**src/rtl/dct_xpose_ctrl.sv**
```systemverilog
// ============================================================================
// Module   : dct_xpose_ctrl
// Purpose  : Write/read sequencer for an 8x8 transpose RAM between DCT passes.
// Revision : 1.0 - initial release
// ============================================================================
`default_nettype none

module dct_xpose_ctrl (
    input  logic       clk,
    input  logic       rst,
    input  logic       in_valid,
    output logic       in_ready,
    output logic       out_valid,
    input  logic       out_ready,
    output logic [2:0] out_col,
    output logic       ram_we,
    output logic [2:0] ram_addr,
    output logic       busy,
    output logic       block_done
);

    typedef enum logic [1:0] {
        FILL  = 2'd0,
        DRAIN = 2'd1,
        LAST  = 2'd2
    } state_t;

    localparam logic [2:0] C_LAST_IDX = 3'd7;

    state_t     state,         state_nxt;
    logic [2:0] wr_cnt,        wr_cnt_nxt;
    logic [2:0] rd_cnt,        rd_cnt_nxt;
    logic [2:0] out_col_nxt;
    logic       out_valid_nxt;
    logic       block_done_nxt;
    logic       stall;

    assign stall = out_valid && !out_ready;

    always_comb begin
        state_nxt      = state;
        wr_cnt_nxt     = wr_cnt;
        rd_cnt_nxt     = rd_cnt;
        out_col_nxt    = out_col;
        out_valid_nxt  = out_valid;
        block_done_nxt = 1'b0;
        in_ready       = 1'b0;
        ram_we         = 1'b0;
        ram_addr       = 3'd0;

        if (!rst) begin
            case (state)
                FILL: begin
                    in_ready = 1'b1;
                    ram_we   = in_valid;
                    ram_addr = wr_cnt;
                    if (in_valid) begin
                        if (wr_cnt == C_LAST_IDX) begin
                            wr_cnt_nxt = 3'd0;
                            rd_cnt_nxt = 3'd0;
                            state_nxt  = DRAIN;
                        end else begin
                            wr_cnt_nxt = wr_cnt + 3'd1;
                        end
                    end
                end

                DRAIN: begin
                    // A stalled column is re-read so the RAM's registered outputs hold still.
                    ram_addr = stall ? out_col : rd_cnt;
                    if (!stall) begin
                        out_valid_nxt = 1'b1;
                        out_col_nxt   = rd_cnt;
                        rd_cnt_nxt    = rd_cnt + 3'd1;
                        if (rd_cnt == C_LAST_IDX) begin
                            state_nxt = LAST;
                        end
                    end
                end

                LAST: begin
                    ram_addr = C_LAST_IDX;
                    if (out_valid && out_ready) begin
                        out_valid_nxt  = 1'b0;
                        block_done_nxt = 1'b1;
                        state_nxt      = FILL;
                    end
                end

                default: begin
                    state_nxt = FILL;
                end
            endcase
        end
    end

    always_ff @(posedge clk) begin
        if (rst) begin
            state      <= FILL;
            wr_cnt     <= 3'd0;
            rd_cnt     <= 3'd0;
            out_col    <= 3'd0;
            out_valid  <= 1'b0;
            block_done <= 1'b0;
        end else begin
            state      <= state_nxt;
            wr_cnt     <= wr_cnt_nxt;
            rd_cnt     <= rd_cnt_nxt;
            out_col    <= out_col_nxt;
            out_valid  <= out_valid_nxt;
            block_done <= block_done_nxt;
        end
    end

    assign busy = (state != FILL) || (wr_cnt != 3'd0);

endmodule

`default_nettype wire

```
**config.mk**
```make
export PLATFORM = sky130hd
export DESIGN_NAME = dct_xpose_ctrl
export DESIGN_NICKNAME = d
export VERILOG_FILES = /design/src/rtl/dct_xpose_ctrl.sv
export SDC_FILE = /design/constraint.sdc
export NUM_CORES = 1
export LEC_CHECK = 0
export ABC_AREA = 0
export CORE_ASPECT_RATIO = 1.4
export CORE_UTILIZATION = 25
export DETAILED_ROUTE_END_ITERATION = 8
export PLACE_DENSITY = 0.52
export SLEW_MARGIN = 10
export SYNTH_ARGS = -nofsm -noshare
export SYNTH_HDL_FRONTEND = slang
export SYNTH_SLANG_ARGS = --single-unit
```
**constraint.sdc**
```tcl
create_clock -name clk -period 3.25 [get_ports clk]
set_input_delay 0.325 -clock clk [delete_from_list [all_inputs] [get_ports clk]]
set_output_delay 0.325 -clock clk [all_outputs]
set_load 0.01 [all_outputs]
```
==> After elaboration in Yosys (flattened, before gate mapping) <==
Index checks and enable logic that the tools add are counted.
{ "classes": {"n_eq_ne": 9, "bitwise": 1, "add_sub_neg": 2, "n_reduce_logical": 14, "multipliers": 0, "n_mux": 22, "order_cmp": 0, "div": 0, "shifts": 0} }
{ "ops": {"columns": ["op", "count"], "rows": [
  ["$mux W3", 6],
  ["$mux W2", 5],
  ["$ne A2 B2 Y1 const B", 5],
  ["$pmux W3 S3", 1],
  ["$mux W1", 7],
  ["$add A3 B1 Y3 const B", 2],
  ["$eq A3 B3 Y1 const B", 2],
  ["$pmux W2 S3", 1],
  ["$pmux W3 S2", 1],
  ["$reduce_bool A2 Y1", 3],
  ["$reduce_and A5 Y1", 1],
  ["$reduce_and A4 Y1", 1],
  ["$reduce_and A3 Y1", 1],
  ["$reduce_bool A3 Y1", 1],
  ["$eq A2 B1 Y1 const B", 1],
  ["$eq A2 B2 Y1 const B", 1],
  ["$logic_and A1 B1 Y1", 2],
  ["$logic_not A2 Y1", 1],
  ["$pmux W1 S2", 1],
  ["$reduce_and A2 Y1", 1],
  ["$reduce_or A2 Y1", 1],
  ["$logic_not A1 Y1", 1],
  ["$logic_or A1 B1 Y1", 1],
  ["$not A1 Y1", 1]
]} }
{ "word_totals": {"ff_bits": 13, "in_bits": 4, "ramBits": 0, "latch_bits": 0, "mem_bits_ro": 0, "out_inout_bits": 11, "wordCells": 54, "mem_count": 0} }

==> Depth between registers and ports, before layout <==
{ "logic_depth": {"depth_word": 5, "mapped_depth": 5, "mapped_depth_nobuf": 5} }

==> Worst setup path before layout <==
OpenSTA, ideal clock, no wires.
{ "synth_timing": {"kind": "flip-flop to output port", "from": "register out_valid", "to": "output port ram_addr[1]", "slack_ps": 1870, "path_stages_with_launch": 5, "arrival_time_ps": 1055, "path_buffers": 1, "required_time_ps": 2925, "cell_sequence": "dfxtp_1 -> nor2b_1 -> clkbuf_1 -> mux2i_1 -> o32ai_1"} }
{ "synth_via": {"elab_chain_len": 4} }
{ "synth_rtl": {"columns": ["item", "line", "text"], "rows": [
  ["from (decl)", "13", "output logic out_valid,"],
  ["from (signal assigned)", "110", "out_valid <= out_valid_nxt;"],
  ["$logic_and A1 B1 Y1", "38", "assign stall = out_valid && !out_ready;"],
  ["$mux W3", null, null],
  ["$pmux W3 S3", "52", "case (state)"],
  ["$mux W3", "51", "if (!rst) begin"],
  ["to (decl)", "17", "output logic [2:0] ram_addr,"]
]} }
No other way between the ends.

==> Worst setup path in the final report <==
{ "layout_timing": {"from": "input port out_ready", "to": "output port ram_addr[2]"} }
{ "layout_via": {"elab_chain_len": 5} }
{ "layout_rtl": {"columns": ["item", "line", "text"], "rows": [
  ["from (decl)", "14", "input logic out_ready,"],
  ["$logic_not A1 Y1", "38", null],
  ["$logic_and A1 B1 Y1", "38", null],
  ["$mux W3", null, null],
  ["$pmux W3 S3", "52", null],
  ["$mux W3", "51", null]
]} }
No other way between the ends.

==> results.py <==
metrics = {
    "floorplanning": {
        "fp.dieW_um": 48.9,
        "rows": 23,
        "die_area_mm2": 0.00331,
        "start_util": 0.265,
        "chipHeight_um": 67.6,
        "core_area_mm2": 0.00291,
        "ioPinCount": 15,
    },
    "final_layout": {
        "final_nets": 107,
        "n_fill_cell": 311,
        "final_common_cell": "clkdlybuf4s50_1",
        "finalNonFillerCells": 134,
        "multiInputGateArea_um2": 433,
        "drive_gt1_frac": 0.0928,
        "diodes": 0,
        "regArea_um2": 260,
        "final_cell_mix": "clkdlybuf4s50_1, dfxtp_1, inv_1, nor2_1, a21oi_1",
        "fin_util": 0.330,
        "synthToLayoutAreaGrowth_pct": 24.6,
    },
    "yosys": {
        "syn_area_per_cell_um2": 9.05,
        "synthFlopType": "dfxtp_1",
        "ys_warn_count": 0,
        "ys_ff_latch": 13,
        "synth_edf_count": 0,
        "ys_seq_area_frac": 0.338,
        "async_flop_share": 0,
        "synthesis.nets": 94,
        "syn_inst": 85,
        "netlist-cell-type-count": 27,
        "syn_area_um2": 769,
    },
    "critical_path": {
        "reg2reg_from": "wr_cnt[0]",
        "slowest_stage": "clkdlybuf4s50_1",
        "reg2reg_slack_ps": 1890,
        "crit_path_end_kind": "output pin",
        "reg2reg_depth": 4,
        "critPathLaunchType": "primary input",
        "cp.arrival_ps": 2150,
        "cp_max_fo": 6,
        "path_class": "primary input to output pin",
        "reg2reg_to": "rd_cnt[2]",
        "crit_path_frequent_cell": "clkdlybuf4s50_1",
        "critPathMaxStageDelay_ps": 580,
        "worstPathCellList": "clkdlybuf4s50_1 > nor2b_1 > mux2i_1 > o32ai_1 > clkdlybuf4s50_1",
        "cp.required_ps": 2920,
    },
    "pwr": {
        "finalPower_uw": 343,
        "pwr_density_cell_mw_per_mm2": 358,
        "p_leak_uw": 0.000345,
        "ir_drop_mv": 0.134,
    },
    "grt": {
        "grt-ovfl-total": 0,
        "grt_pass1_wl_um": 2790,
        "grtUsageTotal": 0.116,
        "antenna_found_initial": 0,
        "grt_start_max_net_pins": 15,
        "grt_pass1_vias": 616,
    },
    "cts": {
        "h-tree-depth": 1,
        "cts_root_buffer": "clkbuf_8",
        "insertion_delay_ps": 240,
        "cts.sink_count": 13,
        "ctsLongestPathBuffers": 2,
        "numCtsBuffers": 3,
        "cts_tree": "done",
        "ctsHoldBuffers": 0,
        "cts_setup_buffers": 0,
        "cts_resized": 0,
        "clk_pin_slew_ps": 50,
    },
    "status": {
        "status": "finished, final reports clean",
    },
    "timing": {
        "hold_viol": 0,
        "rsz0062_at_grt": "no",
        "setup_violations": 0,
        "tightest_slew_ps": 466,
        "setup_slack_ps": 774,
        "relSlewSlack": 0.689,
        "setup_tns_ps": 0,
        "slew_violations": 0,
        "final.min_clock_period_ps": 2480,
        "min_period_over_period": 0.762,
        "fmax_mhz": 404,
        "clock_skew_ps": 3.34,
    },
    "hold_path": {
        "hold_end": "out_col[2]",
        "hp-class": "flop to flop",
        "hold_depth": 2,
        "worstHoldStart": "out_col[2]",
    },
    "place": {
        "port_buffers": 14,
        "place.gp.congestion": 0.714,
        "dp_cells": 130,
        "dp_slack_ps": 759,
        "dp_hpwl_um": 1270,
    },
    "drt": {
        "drt_wl_total_um": 1680,
        "ant_nets": 0,
        "vias": 644,
        "drt-pass1-iter-count": 3,
        "drtIter0Drc": 18,
        "drcViolationCount": 0,
        "viasPerCell": 4.81,
        "post_drt_wl_per_cell_um": 12.5,
    },
    "job": {
        "maxCapViolations": 0,
    },
}
per-layer routing:
metal,track usage,vias up,share of wire
met2,0.215,11,0.53
met4,0.0772,0,0.026
li1,-,328,-
met1,0.115,300,0.42
met3,0.0270,5,0.026
met5,0,-,0
flip-flops by register name, summed over array words and instances, names as in the netlist:
| name | cells |
|---|---|
| block_done | 1 |
| out_col | 3 |
| out_valid | 1 |
| rd_cnt | 3 |
| wr_cnt | 3 |
| state | 2 |
worst max-delay path by stage:
stage,start,end,slack (ps),depth (start not counted)
finish,out_ready,ram_addr[2],770,5
global route,out_ready,ram_addr[2],670,5
CTS,out_ready,ram_addr[2],750,5
detailed placement,out_ready,ram_addr[2],760,5
global placement,out_ready,ram_addr[2],760,5
floorplan,out_valid,ram_addr[1],1870,4
cell type report:
cell class / count / area share
Sequential cell: 13 / 0.272
Clock buffer: 4 / 0.0470
Inverter: 7 / 0.0274
Timing Repair Buffer: 15 / 0.154
Tap cell: 37 / 0.0483
Multi-Input combinational cell: 58 / 0.452
where the power goes:
group          internal (uW)  total (uW)  switching [uW]
Clock                   86.6         144            56.9
Sequential               162         165            2.73
Combinational           19.2        35.1            15.8
Total                    268         343            75.5
Yosys cell counts (all sizes together) (2+ instances only):
cell type,instances,area (um^2)
o32ai,3,26.3
a221o,3,30.0
ha,5,62.6
mux2i,6,60.1
inv,7,26.3
nor2b,4,35.0
buf,4,38.8
dfxtp,13,260
nor2,7,26.3
a21oi,7,35.0
nand2b,4,27.5
nor3,2,10.0
o21ai,4,20.0
nand3,5,25.0
clkbuf,3,11.3
cell families (layout without fill, tap and decap cells):
family,after synthesis,after routing,synth area share
multiplexers,6,6,0.0781
adder cells (fa/ha/maj),5,5,0.0813
AND/OR/NAND/NOR,27,27,0.224
AO/OA/AOI/OAI,20,20,0.179
flip-flops,13,13,0.338
buffers and inverters,14,26,0.0992
metrics by stage:
step | hold WS [ps] | area, um^2
after global placement | 496 | 913
after detailed placement | 490 | 913
final | 497 | 958
after CTS | 502 | 958
after global routing | 515 | 958
after floorplan | 437 | 769
worst max-delay path, delay by kind of cell:
kind / cells / cell delay (ps)
buf+inv: 2 / 1070
compound gates: 1 / 160
mux: 1 / 170
simple gates: 1 / 420
No activity file was read; power rests on OpenSTA's default activity.
